## src/rtl/imem_loader_if.sv

```systemverilog
// Byte-stream intake and IMEM write port of the boot loader.
// The slave modport is the loader; the master side feeds bytes and observes writes.
interface imem_loader_if #(
  parameter int ADDR_W = 10
);
  logic [7:0]        rx_data;
  logic              rx_valid;
  logic              rx_ready;
  logic              imem_we;
  logic [ADDR_W-1:0] imem_addr;
  logic [31:0]       imem_wdata;

  modport master (
    output rx_data,
    output rx_valid,
    input  rx_ready,
    input  imem_we,
    input  imem_addr,
    input  imem_wdata
  );

  modport slave (
    input  rx_data,
    input  rx_valid,
    output rx_ready,
    output imem_we,
    output imem_addr,
    output imem_wdata
  );
endinterface

```

## src/rtl/imem_loader.sv

```systemverilog
// Boot loader: assembles a counted, XOR-checksummed little-endian byte image into
// IMEM words and holds the core in reset until the whole image has been verified.
module imem_loader #(
  parameter int DEPTH   = 1024,
  parameter int ADDR_W  = 10,
  parameter int TIMEOUT = 100000
) (
  input  logic         CLK,
  input  logic         RST,
  input  logic         start,
  imem_loader_if.slave bus,
  output logic         core_rstn,
  output logic         busy,
  output logic         error
);

  localparam int                TMO_W    = $clog2(TIMEOUT + 1);
  localparam logic [16:0]       DEPTH_L  = 17'(DEPTH);
  localparam logic [TMO_W-1:0]  TMO_LAST = TMO_W'(TIMEOUT - 1);
  localparam logic [ADDR_W:0]   IDX_ONE  = (ADDR_W + 1)'(1);

  typedef enum logic [2:0] {
    HDR0 = 3'd0,
    HDR1 = 3'd1,
    DATA = 3'd2,
    CSUM = 3'd3,
    RUN  = 3'd4,
    ERR  = 3'd5
  } state_t;

  state_t            state_r;
  logic              rx_ready_r;
  logic              imem_we_r;
  logic [ADDR_W-1:0] imem_addr_r;
  logic [31:0]       imem_wdata_r;
  logic              core_rstn_r;
  logic              busy_r;
  logic              error_r;
  logic [7:0]        cnt_lo_r;
  logic [ADDR_W:0]   n_r;
  logic [ADDR_W:0]   word_idx_r;
  logic [1:0]        lane_r;
  logic [23:0]       word_r;
  logic [7:0]        xor_r;
  logic [TMO_W-1:0]  tmo_r;

  logic              xfer_s;
  logic [15:0]       n_s;
  logic              n_ok_s;
  logic              tmo_hit_s;
  logic              last_word_s;

  // Handshake, header decode and end-of-phase flags
  always_comb begin
    xfer_s      = bus.rx_valid & rx_ready_r;
    n_s         = {bus.rx_data, cnt_lo_r};
    n_ok_s      = (n_s != 16'd0) && ({1'b0, n_s} <= DEPTH_L);
    tmo_hit_s   = (tmo_r == TMO_LAST);
    last_word_s = (word_idx_r == (n_r - IDX_ONE));
  end

  // Loader FSM with all outputs registered
  always_ff @(posedge CLK) begin
    if (RST) begin
      state_r      <= HDR0;
      rx_ready_r   <= 1'b1;
      imem_we_r    <= 1'b0;
      imem_addr_r  <= '0;
      imem_wdata_r <= 32'd0;
      core_rstn_r  <= 1'b0;
      busy_r       <= 1'b0;
      error_r      <= 1'b0;
      cnt_lo_r     <= 8'd0;
      n_r          <= '0;
      word_idx_r   <= '0;
      lane_r       <= 2'd0;
      word_r       <= 24'd0;
      xor_r        <= 8'd0;
      tmo_r        <= '0;
    end else if (start) begin
      // A coincident byte is swallowed here; IMEM address/data are left as they were
      state_r      <= HDR0;
      rx_ready_r   <= 1'b1;
      imem_we_r    <= 1'b0;
      core_rstn_r  <= 1'b0;
      busy_r       <= 1'b0;
      error_r      <= 1'b0;
      cnt_lo_r     <= 8'd0;
      n_r          <= '0;
      word_idx_r   <= '0;
      lane_r       <= 2'd0;
      word_r       <= 24'd0;
      xor_r        <= 8'd0;
      tmo_r        <= '0;
    end else begin
      imem_we_r <= 1'b0;
      case (state_r)
        HDR0: begin
          if (xfer_s) begin
            cnt_lo_r <= bus.rx_data;
            busy_r   <= 1'b1;
            tmo_r    <= '0;
            state_r  <= HDR1;
          end
        end
        HDR1: begin
          if (xfer_s) begin
            tmo_r <= '0;
            if (n_ok_s) begin
              n_r        <= n_s[ADDR_W:0];
              word_idx_r <= '0;
              lane_r     <= 2'd0;
              xor_r      <= 8'd0;
              state_r    <= DATA;
            end else begin
              state_r     <= ERR;
              error_r     <= 1'b1;
              busy_r      <= 1'b0;
              core_rstn_r <= 1'b0;
            end
          end else if (tmo_hit_s) begin
            state_r     <= ERR;
            error_r     <= 1'b1;
            busy_r      <= 1'b0;
            core_rstn_r <= 1'b0;
          end else begin
            tmo_r <= tmo_r + TMO_W'(1);
          end
        end
        DATA: begin
          if (xfer_s) begin
            tmo_r  <= '0;
            xor_r  <= xor_r ^ bus.rx_data;
            lane_r <= lane_r + 2'd1;
            if (lane_r == 2'd3) begin
              imem_we_r    <= 1'b1;
              imem_addr_r  <= word_idx_r[ADDR_W-1:0];
              imem_wdata_r <= {bus.rx_data, word_r};
              word_idx_r   <= word_idx_r + IDX_ONE;
              if (last_word_s) begin
                state_r <= CSUM;
              end
            end else begin
              word_r[{lane_r, 3'b000} +: 8] <= bus.rx_data;
            end
          end else if (tmo_hit_s) begin
            state_r     <= ERR;
            error_r     <= 1'b1;
            busy_r      <= 1'b0;
            core_rstn_r <= 1'b0;
          end else begin
            tmo_r <= tmo_r + TMO_W'(1);
          end
        end
        CSUM: begin
          if (xfer_s) begin
            tmo_r <= '0;
            if (bus.rx_data == xor_r) begin
              state_r     <= RUN;
              core_rstn_r <= 1'b1;
              busy_r      <= 1'b0;
              rx_ready_r  <= 1'b0;
            end else begin
              state_r     <= ERR;
              error_r     <= 1'b1;
              busy_r      <= 1'b0;
              core_rstn_r <= 1'b0;
            end
          end else if (tmo_hit_s) begin
            state_r     <= ERR;
            error_r     <= 1'b1;
            busy_r      <= 1'b0;
            core_rstn_r <= 1'b0;
          end else begin
            tmo_r <= tmo_r + TMO_W'(1);
          end
        end
        RUN: begin
          core_rstn_r <= 1'b1;
          rx_ready_r  <= 1'b0;
        end
        ERR: begin
          // Keep draining the stream so the upstream never stalls
          rx_ready_r <= 1'b1;
        end
        default: begin
          state_r     <= ERR;
          error_r     <= 1'b1;
          busy_r      <= 1'b0;
          core_rstn_r <= 1'b0;
          rx_ready_r  <= 1'b1;
        end
      endcase
    end
  end

  assign bus.rx_ready   = rx_ready_r;
  assign bus.imem_we    = imem_we_r;
  assign bus.imem_addr  = imem_addr_r;
  assign bus.imem_wdata = imem_wdata_r;
  assign core_rstn      = core_rstn_r;
  assign busy           = busy_r;
  assign error          = error_r;

endmodule

```

## src/flat_wrapper.sv

```systemverilog
// flat-port wrapper written by rule: the top's interface ports become plain ports
module imem_loader_flat 
#(
  parameter int DEPTH   = 1024,
  parameter int ADDR_W  = 10,
  parameter int TIMEOUT = 100000
)
  (CLK, RST, start, core_rstn, busy, error, bus_rx_data, bus_rx_valid, bus_rx_ready, bus_imem_we, bus_imem_addr, bus_imem_wdata);
  imem_loader_if #(.ADDR_W(ADDR_W)) bus_i ();
  input  logic CLK;
  input  logic RST;
  input  logic start;
  output logic core_rstn;
  output logic busy;
  output logic error;
  input wire logic [$bits(bus_i.rx_data)-1:0] bus_rx_data;
  input wire logic [$bits(bus_i.rx_valid)-1:0] bus_rx_valid;
  output wire logic [$bits(bus_i.rx_ready)-1:0] bus_rx_ready;
  output wire logic [$bits(bus_i.imem_we)-1:0] bus_imem_we;
  output wire logic [$bits(bus_i.imem_addr)-1:0] bus_imem_addr;
  output wire logic [$bits(bus_i.imem_wdata)-1:0] bus_imem_wdata;
  assign bus_i.rx_data = bus_rx_data;
  assign bus_i.rx_valid = bus_rx_valid;
  assign bus_rx_ready = bus_i.rx_ready;
  assign bus_imem_we = bus_i.imem_we;
  assign bus_imem_addr = bus_i.imem_addr;
  assign bus_imem_wdata = bus_i.imem_wdata;
  imem_loader #(.DEPTH(DEPTH), .ADDR_W(ADDR_W), .TIMEOUT(TIMEOUT)) u_core (.CLK(CLK), .RST(RST), .start(start), .bus(bus_i), .core_rstn(core_rstn), .busy(busy), .error(error));
endmodule
```

## config.mk

```make
export PLATFORM = sky130hd
export DESIGN_NAME = imem_loader_flat
export DESIGN_NICKNAME = d
export VERILOG_FILES = /design/src/rtl/imem_loader_if.sv /design/src/rtl/imem_loader.sv /design/src/flat_wrapper.sv
export SDC_FILE = /design/constraint.sdc
export NUM_CORES = 1
export LEC_CHECK = 0
export BUFFER_PORTS_ARGS = -buffer_cell sky130_fd_sc_hd__buf_2
export CAP_MARGIN = 10
export CORE_UTILIZATION = 35
export DETAILED_ROUTE_END_ITERATION = 7
export GPL_ROUTABILITY_DRIVEN = 0
export SYNTH_ARGS = -nofsm -noshare
export SYNTH_HDL_FRONTEND = slang
export SYNTH_SLANG_ARGS = --single-unit
```

## constraint.sdc

```tcl
create_clock -name CLK -period 2.3 [get_ports CLK]
set_input_delay 0.345 -clock CLK [delete_from_list [all_inputs] [get_ports CLK]]
set_output_delay 0.345 -clock CLK [all_outputs]
set_load 0.05 [all_outputs]
```

After elaboration in Yosys (flattened, before gate mapping). Cells that the tools add are included.

Register bits after elaboration: 131. Output and inout port bits: 47. Word-level logic and storage cells: 131.

Equality and inequality tests: 22. Shift operators: 2. $add $sub $neg: 5. Multiplexer cells: 52. Reductions and logical operators: 24. $lt $le $gt $ge: 1. Bitwise gates (word level): 10.

Operators with widths (number): $mux 17 (3); $mux 11 (4); $pmux 17 s2 (1); $bwmux 24 (1); $mux 3 (8); $mux 8 (3); $shift 8x7->24 const A (1); $shiftx 8x7->24 (1); $pmux 11 s2 (1); $mux 1 (21); $reduce_and 4->1 (5); $add 17x1->17 const B (1); $eq 17x17->1 const B (1); $le 16x11->1 const B (1); $pmux 8 s2 (1); $reduce_bool 16->1 (1); $pmux 3 s5 (1); $reduce_and 3->1 (5); $ne 2x1->1 const B (7); $ne 3x3->1 const B (4); $add 11x1->11 const B (1); $eq 11x11->1 (1); $sub 11x1->11 const B (1); $pmux 1 s5 (2); 24 further kinds (40).

Depth between registers and ports, before layout. Gate-level depths: netlist of the first run.

Word-level depth: 6. Mapped depth: 9.

Least setup slack after synthesis of the first run. No wires, ideal clock.

Path kind: register -> register. Start: register u_core.rx_ready_r (netlist: u_core.bus.rx_ready). End: register u_core.imem_addr_r[1] (netlist: u_core.bus.imem_addr[1]). Path buffers: 3. Slack: 15 ps. Period minus slack after synthesis: 2285 ps. Setup time: 132 ps. Cell stages (with the launch flop): 9. Arrival: 2153 ps. Data required time: 2168 ps. Cell sequence: dfxtp_1 > nand3b_1 > or3_1 > clkbuf_1 > or2_2 > clkbuf_1 > clkbuf_1 > nand2_1 > a21oi_1.

Word-level cells in the longest chain between the ends: 2.

RTL lines: start, declared (RTL line imem_loader.sv:32) `logic rx_ready_r;`; start signal, assigned (RTL line imem_loader.sv:66) `rx_ready_r <= 1'b1;`; start signal, assigned (RTL line imem_loader.sv:83) `rx_ready_r <= 1'b1;`; start signal, assigned (RTL line imem_loader.sv:162) `rx_ready_r <= 1'b0;`; $and 1x1->1 (RTL line imem_loader.sv:55) `xfer_s = bus.rx_valid & rx_ready_r;`; $reduce_and 4->1 (no source line); end signal, assigned (RTL line imem_loader.sv:137) `imem_addr_r <= word_idx_r[ADDR_W-1:0];`; end, declared (RTL line imem_loader.sv:34) `logic [ADDR_W-1:0] imem_addr_r;`.

Every way passes these cells. A chain may end at the register's enable or synchronous reset.

Worst setup path in the final report of the first run.
Start: register u_core.lane_r[1]. End: register u_core.imem_wdata_r[30] (netlist: u_core.bus.imem_wdata[30]).

Word-level cells in the longest chain between the ends: 2.

RTL lines: start, declared (RTL line imem_loader.sv:42) `logic [1:0] lane_r;`; start signal, assigned (RTL line imem_loader.sv:134) `lane_r <= lane_r + 2'd1;`; $eq 2x2->1 (RTL line imem_loader.sv:135) `if (lane_r == 2'd3) begin`; $reduce_and 4->1 (no source line); end signal, assigned (RTL line imem_loader.sv:138) `imem_wdata_r <= {bus.rx_data, word_r};`; end, declared (RTL line imem_loader.sv:35) `logic [31:0] imem_wdata_r;`.

Every way passes these cells.

==> metrics.md, run 1 <==
| Metric | Value |
|---|---|
| F_max | 0.485 GHz |
| P_leak | 0.00270 uW |
| FP Rows | 47 |
| Total iterations of the first detailed-routing run | 5 |
| CTS max path bufs | 2 |
| Peak supply drop | 0.540 mV |
| Die H | 132 microns |
| Fill count | 1,677 |
| Routing usage on met2 | 26.4% |
| Root Buffer | clkbuf_16 |
| Pwr Density | 745 nW/um^2 |
| CTS tree | built |
| Commonest non-fill, non-tap cell in the layout | nand2_1 |
| Final-report hold violation count | 0 |
| Setup TNS | 0 ns |
| Worst Setup Slack post-DPL | 0.142 ns |
| Seq/Total Area, Yosys | 44.5% |
| DRC viols | 0 |
| Worst path slowest cell | or3_1 |
| DR WL/cell | 14.1 microns |
| Number of global-route vias before repair | 4,862 |
| CP Launch Type | register |
| CTS Hold Bufs | 0 |
| Final period utilization | 89.7% |
| Final WS setup | 0.238 ns |
| Placed inst area | 6490 sq um |
| Die area | 17,400 sq um |
| FF+latch count, synth | 131 |
| Hold depth | 3 |
| Number of diodes | 0 |
| Yosys warnings | 0 |
| Max-cap check violation count | 0 |
| Port Buffers | 58 |
| Hold crit path type | input pin to register |
| Die width | 132 microns |
| Initial Utilization | 35.7% |
| Most used routing layer in global routing | met2 |
| # IOs | 59 |
| Primary FF master, synth | dfxtp_1 |
| Worst EP arrival | 2.35 ns |
| Cell area after synthesis | 5900 sq um |
| Critical path fanouts, max | 42 |
| DP Wirelength | 9910 microns |
| Mapped Nets | 760 |
| Kind of end point of the critical path | register |
| Core area | 16,500 sq um |
| Status | complete, no violations |
| Crit path max-delay family | simple AND/OR/NAND/NOR gates |
| Met3 Track Usage GR | 5.00% |
| Critical Path RT | 2.58 ns |
| Clock skew | 0.00796 ns |
| Hold Path Sink | u_core.bus.rx_ready$_SDFFE_PP1P_ |
| Clock buffer count from CTS | 17 |
| Final setup viols | 0 |
| Async S/R FF share, synth | 0% |
| Synth cell types | 59 |
| Post-Syn Instances | 740 |
| Cells along the critical path | ha_1 -> inv_1 -> or3_1 -> or2_2 -> buf_12 -> nand2_1 -> a21oi_1 |
| Worst Min Path Start | start |
| Slew margin rel. | 59.3% |
| RSZ-0062 raised after global routing | false |
| Worst Max-Slew Pin Slew | 0.610 ns |
| CTS Sinks | 131 |
| Minimum clock period | 2.06 ns |
| RR Endpoint | u_core.bus.imem_wdata[30]$_SDFFE_PP0P_ |
| Crit path buf inv count | 2 |
| Total Wirelength | 14,500 microns |
| Avg Cell Area, Syn | 7.97 sq um |
| Vias after detailed routing | 5,215 |
| Number of synthesized flops with an enable pin | 0 |
| Clk slew on worst S/H paths | 0.06 ns |
| Post-CTS Setup Bufs | 0 |
| Initial DRC count | 255 |
| Met1 Use GR | 24.5% |
| Cell area after layout | 7120 sq um |
| Initial antenna violation count | 0 |
| Clock Latency Late Sink | 0.42 ns |
| Layout cells sized above 1 | 16.4% |
| GR Util All Layers | 17.6% |
| Worst R2R Start | u_core.lane_r[1]$_SDFFE_PP0P_ |
| CTS H-tree depth | 4 |
| Worst Reg-to-Reg Cells | 7 |
| Largest stage delay on the critical path | 0.52 ns |
| Area Overhead vs Synth | 20.8% |
| WS Path Type | register to register |
| Largest net degree at the start of global routing | 58 |
| Remaining antenna violation count after routing | 0 |
| Vias per cell | 5.08 |
| CTS resizes | 0 |
| First-pass GRT wire length | 24,500 microns |
| Max Slew Vio Count | 0 |
| Total grt overflow | 0 |
| Commonest cells after routing, fill and taps aside | nand2_1 (145), dfxtp_1 (131), a21oi_1 (98) |
| Nets | 815 |
| FF-to-FF setup slack | 0.24 ns |
## sequential cells by signal, summed over array words and instances (netlist names), 2 cells and up
name / count
u_core.bus.imem_addr: 10
u_core.bus.imem_wdata: 32
u_core.cnt_lo_r: 8
u_core.lane_r: 2
u_core.n_r: 11
u_core.state_r: 3
u_core.tmo_r: 17
u_core.word_idx_r: 11
u_core.word_r: 24
u_core.xor_r: 8
## per-layer routing
layer | vias to the layer above | share of wire [%]
met5 | - | 0
met4 | 0 | 1.0
met3 | 16 | 5.9
met2 | 130 | 43
met1 | 2411 | 50
li1 | 2658 | -
## per-stage QoR
step                      cells  total power, uW  hold WS (ns)  util, %
after CTS                  1027             5370         0.280     43.1
after global placement      996             2500         0.434     39.3
final                      1027             5310         0.298     43.1
after detailed placement    996             2500         0.439     39.3
after global routing       1027             5480         0.315     43.1
after floorplan             740             2440         0.432        -
## logic make-up after synthesis
group	share of synthesized area, %
AOI/OAI and AO/OA	13.6
xor gates and xnor gates	5.94
adders and majority gates	1.70
buffers and inverters	3.95
DFF	44.5
muxes	2.12
and+or+nand+nor	28.2
## worst reg2reg max path, cell delays in order (launching register included)
cell and delay, ns:
dfxtp_1 0.39, ha_1 0.19, inv_1 0.10, or3_1 0.52, or2_2 0.35, buf_12 0.17, nand2_1 0.14, a21oi_1 0.06
## final cells by class
cell class              count  area (sq um)  area share (%)
clock buffers              22           474            6.66
inverters                  11          41.3           0.580
multi-input cells         550          3050            42.8
repair buffers             84           510            7.17
flip-flops and latches    131          2620            36.8
well taps                 220           275            3.87
clock inverters             9           153            2.14
## worst max path at each step
stage | cells after the start | slack (ns) | endpoint | from
2_1_floorplan | 8 | 0.02 | u_core.bus.imem_addr[1]$_SDFFE_PP0P_ | u_core.bus.rx_ready$_SDFFE_PP1P_
3_3_place_gp | 8 | 0.18 | u_core.word_idx_r[1]$_SDFFE_PP0P_ | bus_rx_data[7]
3_5_place_dp | 8 | 0.14 | u_core.word_idx_r[1]$_SDFFE_PP0P_ | bus_rx_data[7]
4_1_cts | 8 | 0.22 | u_core.state_r[0]$_SDFFE_PP0P_ | u_core.n_r[0]$_SDFFE_PP0P_
5_1_grt | 8 | 0.04 | u_core.state_r[0]$_SDFFE_PP0P_ | u_core.n_r[0]$_SDFFE_PP0P_
6_report | 7 | 0.24 | u_core.bus.imem_wdata[30]$_SDFFE_PP0P_ | u_core.lane_r[1]$_SDFFE_PP0P_
## cell usage after synthesis, drive strengths merged (2+ instances only)
library cell | count | area, sq um
nand4 | 7 | 43.8
nor2b | 2 | 12.5
o21ai | 14 | 70.1
xor2 | 21 | 184
o311ai | 2 | 17.5
or2 | 8 | 50.1
a22oi | 2 | 15.0
or3 | 2 | 12.5
nor2 | 64 | 240
nand3b | 14 | 105
o211ai | 2 | 15.0
ha | 8 | 100
nor3b | 5 | 37.5
a211oi | 4 | 40.0
mux2i | 11 | 114
dfxtp | 131 | 2620
and2 | 5 | 33.8
nor3 | 14 | 70.1
nand3 | 47 | 235
a311oi | 2 | 17.5
nand2 | 145 | 544
clkbuf | 43 | 161
inv | 11 | 41.3
a21o | 2 | 15.0
a41oi | 2 | 17.5
xnor2 | 19 | 166
o2111ai | 2 | 17.5
nor4 | 10 | 83.8
o21bai | 2 | 15.0
and4 | 4 | 35.0
a21oi | 98 | 490
buf | 5 | 30.0
nand2b | 3 | 18.8
nor4b | 2 | 17.5
and3 | 13 | 81.3
## power by group
part / total, uW / switching (uW) / leakage [uW] / internal [uW]
logic: 172 / 123 / 0.00134 / 48.7
clock network: 2850 / 965 / 0.000298 / 1890
registers: 2280 / 6.40 / 0.00106 / 2280
Note: power is estimated with default switching activity, not from simulation.
==> inputs of run 2 (changes only) <==
- GPL_TIMING_DRIVEN: unset -> 0
==> run 2 against run 1 <==
  * Non-clock buffer count grew 11
  * Utilization is essentially flat
  * Sequential cell count is the same
  * Die area is the same
  * Sequential power is essentially flat
  * Via count grew 1.7%
  * Total power grew 0.12%
==> metrics.md, run 2 (synthesis gave the netlist of run 1 again) <==
| Metric | Value |
|---|---|
| Fin util | 43.1% |
| Critical path fanouts, max | 10 |
| Kind of end point of the critical path | register |
| Largest net degree at the start of global routing | 17 |
| Status | complete, no violations |
| Crit path buf inv count | 1 |
| Crit path max-delay family | simple AND/OR/NAND/NOR gates |
| Die area | 17,400 sq um |
| DRC viols | 0 |
| CTS H-tree depth | 4 |
| Root Buffer | clkbuf_16 |
| Area Overhead vs Synth | 20.7% |
| Worst Setup Slack post-DPL | -0.345 ns |
| Die H | 132 microns |
| Remaining antenna violation count after routing | 0 |
| Core area | 16,500 sq um |
| Vias after detailed routing | 5,303 |
| Die width | 132 microns |
| Nets | 826 |
| Commonest cells after routing, fill and taps aside | nand2_1 (144), dfxtp_1 (130), a21oi_1 (97) |
| Cells along the critical path | or4_4 -> nor4_2 -> mux2i_4 -> and2_4 -> buf_6 -> o21ai_1 -> a21oi_1 |
| Clock Latency Late Sink | 0.42 ns |
| Minimum clock period | 2.18 ns |
| GR Util All Layers | 17.8% |
| Pwr Density | 747 nW/um^2 |
| DP Wirelength | 10,500 microns |
| WS Path Type | register to register |
| Total grt overflow | 0 |
| Final period utilization | 94.6% |
| Final-report hold violation count | 0 |
| CTS tree | built |
| CP Launch Type | register |
| Placed inst area | 6420 sq um |
| Max Slew Vio Count | 0 |
| Slew margin rel. | 37.6% |
| P_leak | 0.00262 uW |
| Number of global-route vias before repair | 4,707 |
| Final WS setup | 0.124 ns |
| Max-cap check violation count | 0 |
| Worst Max-Slew Pin Slew | 0.934 ns |
| Largest stage delay on the critical path | 0.57 ns |
| Clock skew | 0.00640 ns |
| Max reg flops | 32 |
| CTS max path bufs | 2 |
| Commonest non-fill, non-tap cell in the layout | nand2_1 |
| Initial Utilization | 35.7% |
| Layout cells sized above 1 | 14.5% |
| WHS | 0.291 ns |
| Port Buffers | 49 |
| Clock buffer count from CTS | 17 |
| Hold crit path type | input pin to register |
| Initial DRC count | 302 |
| Initial antenna violation count | 0 |
| Clk slew on worst S/H paths | 0.06 ns |
| Peak supply drop | 0.543 mV |
| Worst path slowest cell | or4_4 |
| Setup TNS | 0 ns |
| Total iterations of the first detailed-routing run | 5 |
| Number of diodes | 0 |
| Worst EP arrival | 2.46 ns |
| CTS Sinks | 131 |
| Final setup viols | 0 |
| First-pass GRT wire length | 24,300 microns |
| Vias per cell | 5.10 |
| DR WL/cell | 14.4 microns |
| F_max | 0.460 GHz |
| FP Rows | 47 |
| Cell area after layout | 7110 sq um |
| Critical Path RT | 2.58 ns |
| Total Wirelength | 15,000 microns |
| # IOs | 59 |
==> run 2: cell count changes in the layout (fill, tap and decap cells not counted), moves of 6 or more <==
cell | before | now
clkbuf_1 | 2 | 31
buf_4 | 24 | 1
clkbuf_4 | 0 | 7
buf_2 | 58 | 52
==> run 2: power by group <==
| part | switching, uW | internal, uW |
|---|---|---|
| clock network | 1030 | 1840 |
| registers | 6.86 | 2280 |
| logic | 126 | 39.1 |
| total | 1160 | 4150 |
==> run 2: worst reg2reg max path, cell delays in order (launching register included) <==
cell,delay [ns]
dfxtp_1,0.32
or4_4,0.57
nor4_2,0.38
mux2i_4,0.19
and2_4,0.22
buf_6,0.14
o21ai_1,0.14
a21oi_1,0.08
==> run 2: final cells by class <==
class | instances | area (sq um)
Clock buffer | 19 | 443
Inverter | 11 | 41.3
Fill cell | 1717 | 9410
Tap cell | 220 | 275
Clock inverter | 13 | 183
Sequential cell | 131 | 2620
Buffer | 45 | 209
Timing Repair Buffer | 50 | 253
Multi-Input combinational cell | 550 | 3090
==> run 2: path summary, 6_finish.rpt <==
path | start | to | cells after the start | slack, ns
worst min register to register | u_core.bus.imem_wdata[24]$_SDFFE_PP0P_ | u_core.bus.imem_wdata[24]$_SDFFE_PP0P_ | 2 | 0.45
worst min-delay path | bus_rx_data[4] | u_core.bus.imem_wdata[28]$_SDFFE_PP0P_ | 3 | 0.29
worst max-delay path | u_core.state_r[1]$_SDFFE_PP0P_ | u_core.xor_r[4]$_SDFFE_PP0P_ | 7 | 0.12
worst max register to register | u_core.state_r[1]$_SDFFE_PP0P_ | u_core.xor_r[4]$_SDFFE_PP0P_ | 7 | 0.12
==> run 2: timing repair <==
| action | CTS | global route |
|---|---|---|
| hold buffers | 0 | 0 |
| endpoints found under the setup margin | 47 | 56 |
| resized for setup | 18 | 14 |
| pin swaps | 0 | 1 |
| buffers inserted | 0 | 1 |
==> run 2: routing by layer <==
layer / wire, microns / track usage (%)
met4: 191 / 6.27
met1: 7480 / 25.2
met3: 824 / 4.65
met5: 0 / 0
met2: 6460 / 26.0
==> run 2: metrics by stage <==
step           total power [uW]  std cells
3_3_place_gp               2500       1009
4_1_cts                    5360       1040
2_1_floorplan              2440        740
3_5_place_dp               2500       1009
6_report                   5310       1039
5_1_grt                    5480       1039
==> inputs of run 3 (changes only) <==
- ABC_AREA: unset -> 1
- HOLD_SLACK_MARGIN: unset -> 0.12
==> run 3 against run 2 <==
  * Register-to-register slack better by 0.10 ns
  * Clock-buffer cell count is 1 lower
  * Non-clock buffer count is 3 lower
  * Critical path type unchanged
==> metrics.md, run 3 <==
| Metric | Value |
|---|---|
| RSZ-0062 raised after global routing | false |
| Primary FF master, synth | dfxtp_1 |
| Hold crit path type | input pin to register |
| First-pass GRT wire length | 27,000 microns |
| Max Slew Vio Count | 0 |
| Share of the synthesized area in the top cell type | 43.8% |
| Max reg flops | 32 |
| Cell taking the most area after synthesis | dfxtp_1 |
| Die H | 133 microns |
| FP Rows | 47 |
| Final WS setup | 0.225 ns |
| Commonest non-fill, non-tap cell in the layout | dfxtp_1 |
| Mapped Nets | 843 |
| Seq/Total Area, Yosys | 43.8% |
| GR Util All Layers | 19.6% |
| Minimum clock period | 2.07 ns |
| DP Wirelength | 11,700 microns |
| Die area | 17,600 sq um |
| Post-Syn Instances | 823 |
| Initial DRC count | 487 |
| Initial Utilization | 36.0% |
| Slew margin rel. | 59.0% |
| Vias after detailed routing | 5,607 |
| Clock skew | 0.0116 ns |
| Crit path max-delay family | simple AND/OR/NAND/NOR gates |
| Most used cell, CP | nor2_1 |
| Critical Path RT | 2.66 ns |
| Async S/R FF share, synth | 0% |
| FF-to-FF setup slack | 0.23 ns |
| Most common cell in the netlist | dfxtp_1 |
| Area Overhead vs Synth | 19.8% |
| Number of global-route vias before repair | 5,227 |
| F_max | 0.482 GHz |
| Final-report hold violation count | 0 |
| Fill count | 1,720 |
| Avg Cell Area, Syn | 7.28 sq um |
| Layout cells sized above 1 | 13.5% |
| Worst Max-Slew Pin Slew | 0.609 ns |
| Final period utilization | 90.2% |
| Final setup viols | 0 |
| DR WL/cell | 14.4 microns |
| Root Buffer | clkbuf_16 |
| Largest net degree at the start of global routing | 17 |
| Largest stage delay on the critical path | 0.36 ns |
| Remaining antenna violation count after routing | 0 |
| Max-cap check violation count | 0 |
| Yosys warnings | 0 |
| CP Launch Type | register |
| Number of synthesized flops with an enable pin | 0 |
| Commonest cells after routing, fill and taps aside | dfxtp_1 (131), nand2_1 (127), a21oi_1 (107) |
| Critical path fanouts, max | 9 |
| CTS max path bufs | 2 |
| Worst EP arrival | 2.43 ns |
| DRC viols | 0 |
| Initial antenna violation count | 0 |
| Port Buffers | 55 |
| Clock Latency Late Sink | 0.43 ns |
| Clk slew on worst S/H paths | 0.06 ns |
| Total Wirelength | 16,200 microns |
| Synth cell types | 33 |
| Total grt overflow | 0 |
| Number of diodes | 0 |
| Synth area leaders | dfxtp_1 (44%), a21oi_1 (8.9%), nand2_1 (8.0%) |
| # IOs | 59 |
| Vias per cell | 4.96 |
| CTS Sinks | 131 |
| Cell area after synthesis | 5990 sq um |
| Peak supply drop | 0.475 mV |
| Pwr Density | 751 nW/um^2 |
| Setup TNS | 0 ns |
| Kind of end point of the critical path | register |
| WS Path Type | register to register |
| FF+latch count, synth | 131 |
| Cells along the critical path | nand2_2 -> clkinv_1 -> nor2_1 -> inv_1 -> nor2_1 -> o21ai_0 -> a21oi_1 |
| Total iterations of the first detailed-routing run | 6 |
| Die width | 133 microns |
| Status | complete, no violations |
| Core area | 16,600 sq um |
| Worst path slowest cell | nor2_1 |
| CTS H-tree depth | 4 |
| Worst Setup Slack post-DPL | 0.116 ns |
| Post-CTS Setup Bufs | 0 |
| Crit path buf inv count | 2 |
| CTS tree | built |
| P_leak | 0.00285 uW |
| Post-synth top cells | dfxtp_1 (131), nand2_1 (127), a21oi_1 (107) |
| Nets | 917 |
| Clock buffer count from CTS | 17 |
## run 3: layer usage
layer / part of all wire [%] / vias to the layer above / global-route usage (%)
met2: 45 / 129 / 30.3
met5: 0 / - / 0
met3: 4.3 / 19 / 4.25
met4: 1.7 / 0 / 7.47
met1: 49 / 2558 / 26.5
li1: - / 2901 / -
## run 3: timing repair
action / 4_1_cts / 5_1_grt
endpoints found under the hold margin: 0 / 0
resized for setup: 0 / 1
hold buffers: 0 / 0
setup endpoints to repair: 0 / 1
## run 3: worst register-to-register path: stages, from the launching register on
cell and delay, ns:
dfxtp_1 0.34, nand2_2 0.22, clkinv_1 0.32, nor2_1 0.36, inv_1 0.07, nor2_1 0.35
o21ai_0 0.18, a21oi_1 0.16
## run 3: kinds of logic after synthesis
family                     after synthesis  synth area share [%]
xor gates and xnor gates                18                  2.63
adders and majority gates                8                  1.67
DFF                                    131                  43.8
and+or+nand+nor                        290                  21.3
buffers and inverters                  137                  9.19
AOI/OAI and AO/OA                      239                  21.5
## run 3: final timing paths
check                                   startpoint                         endpoint  depth (start not counted)
hold / removal                      bus_rx_data[4]  u_core.cnt_lo_r[4]$_SDFFE_PP0P_                          3
setup / recovery  u_core.bus.rx_ready$_SDFFE_PP1P_    u_core.tmo_r[15]$_SDFFE_PP0P_                          7
hold reg to reg          u_core.error$_SDFFE_PP0P_        u_core.error$_SDFFE_PP0P_                          2
setup reg to reg  u_core.bus.rx_ready$_SDFFE_PP1P_    u_core.tmo_r[15]$_SDFFE_PP0P_                          7
## run 3: area by class of cell
type	count	area (sq um)	share of cell area, %
repair buffers	55	275	3.84
plain buffers	37	175	2.44
clock inverters	14	191	2.67
well taps	220	275	3.84
clock buffers	18	439	6.12
flip-flops and latches	131	2620	36.6
inverters	100	379	5.28
multi-input cells	555	2820	39.3
## run 3: power by group
group | internal, uW | switching [uW] | leakage, uW
Sequential | 2280 | 6.19 | 0.00106
Clock | 1770 | 1130 | 0.000302
Combinational | 50.6 | 159 | 0.00149
Total | 4100 | 1290 | 0.00285
## run 3: through the flow
step                      instance area, sq um  total power [uW]  util, %  hold slack [ns]  instances
final                                     7170              5390     43.1            0.306       1130
after global routing                      7170              5550     43.1            0.299       1130
after floorplan                           5990              2460        -            0.430        823
after detailed placement                  6540              2540     39.3            0.449       1098
after global placement                    6540              2540     39.3            0.441       1098
after CTS                                 7170              5420     43.1            0.283       1130
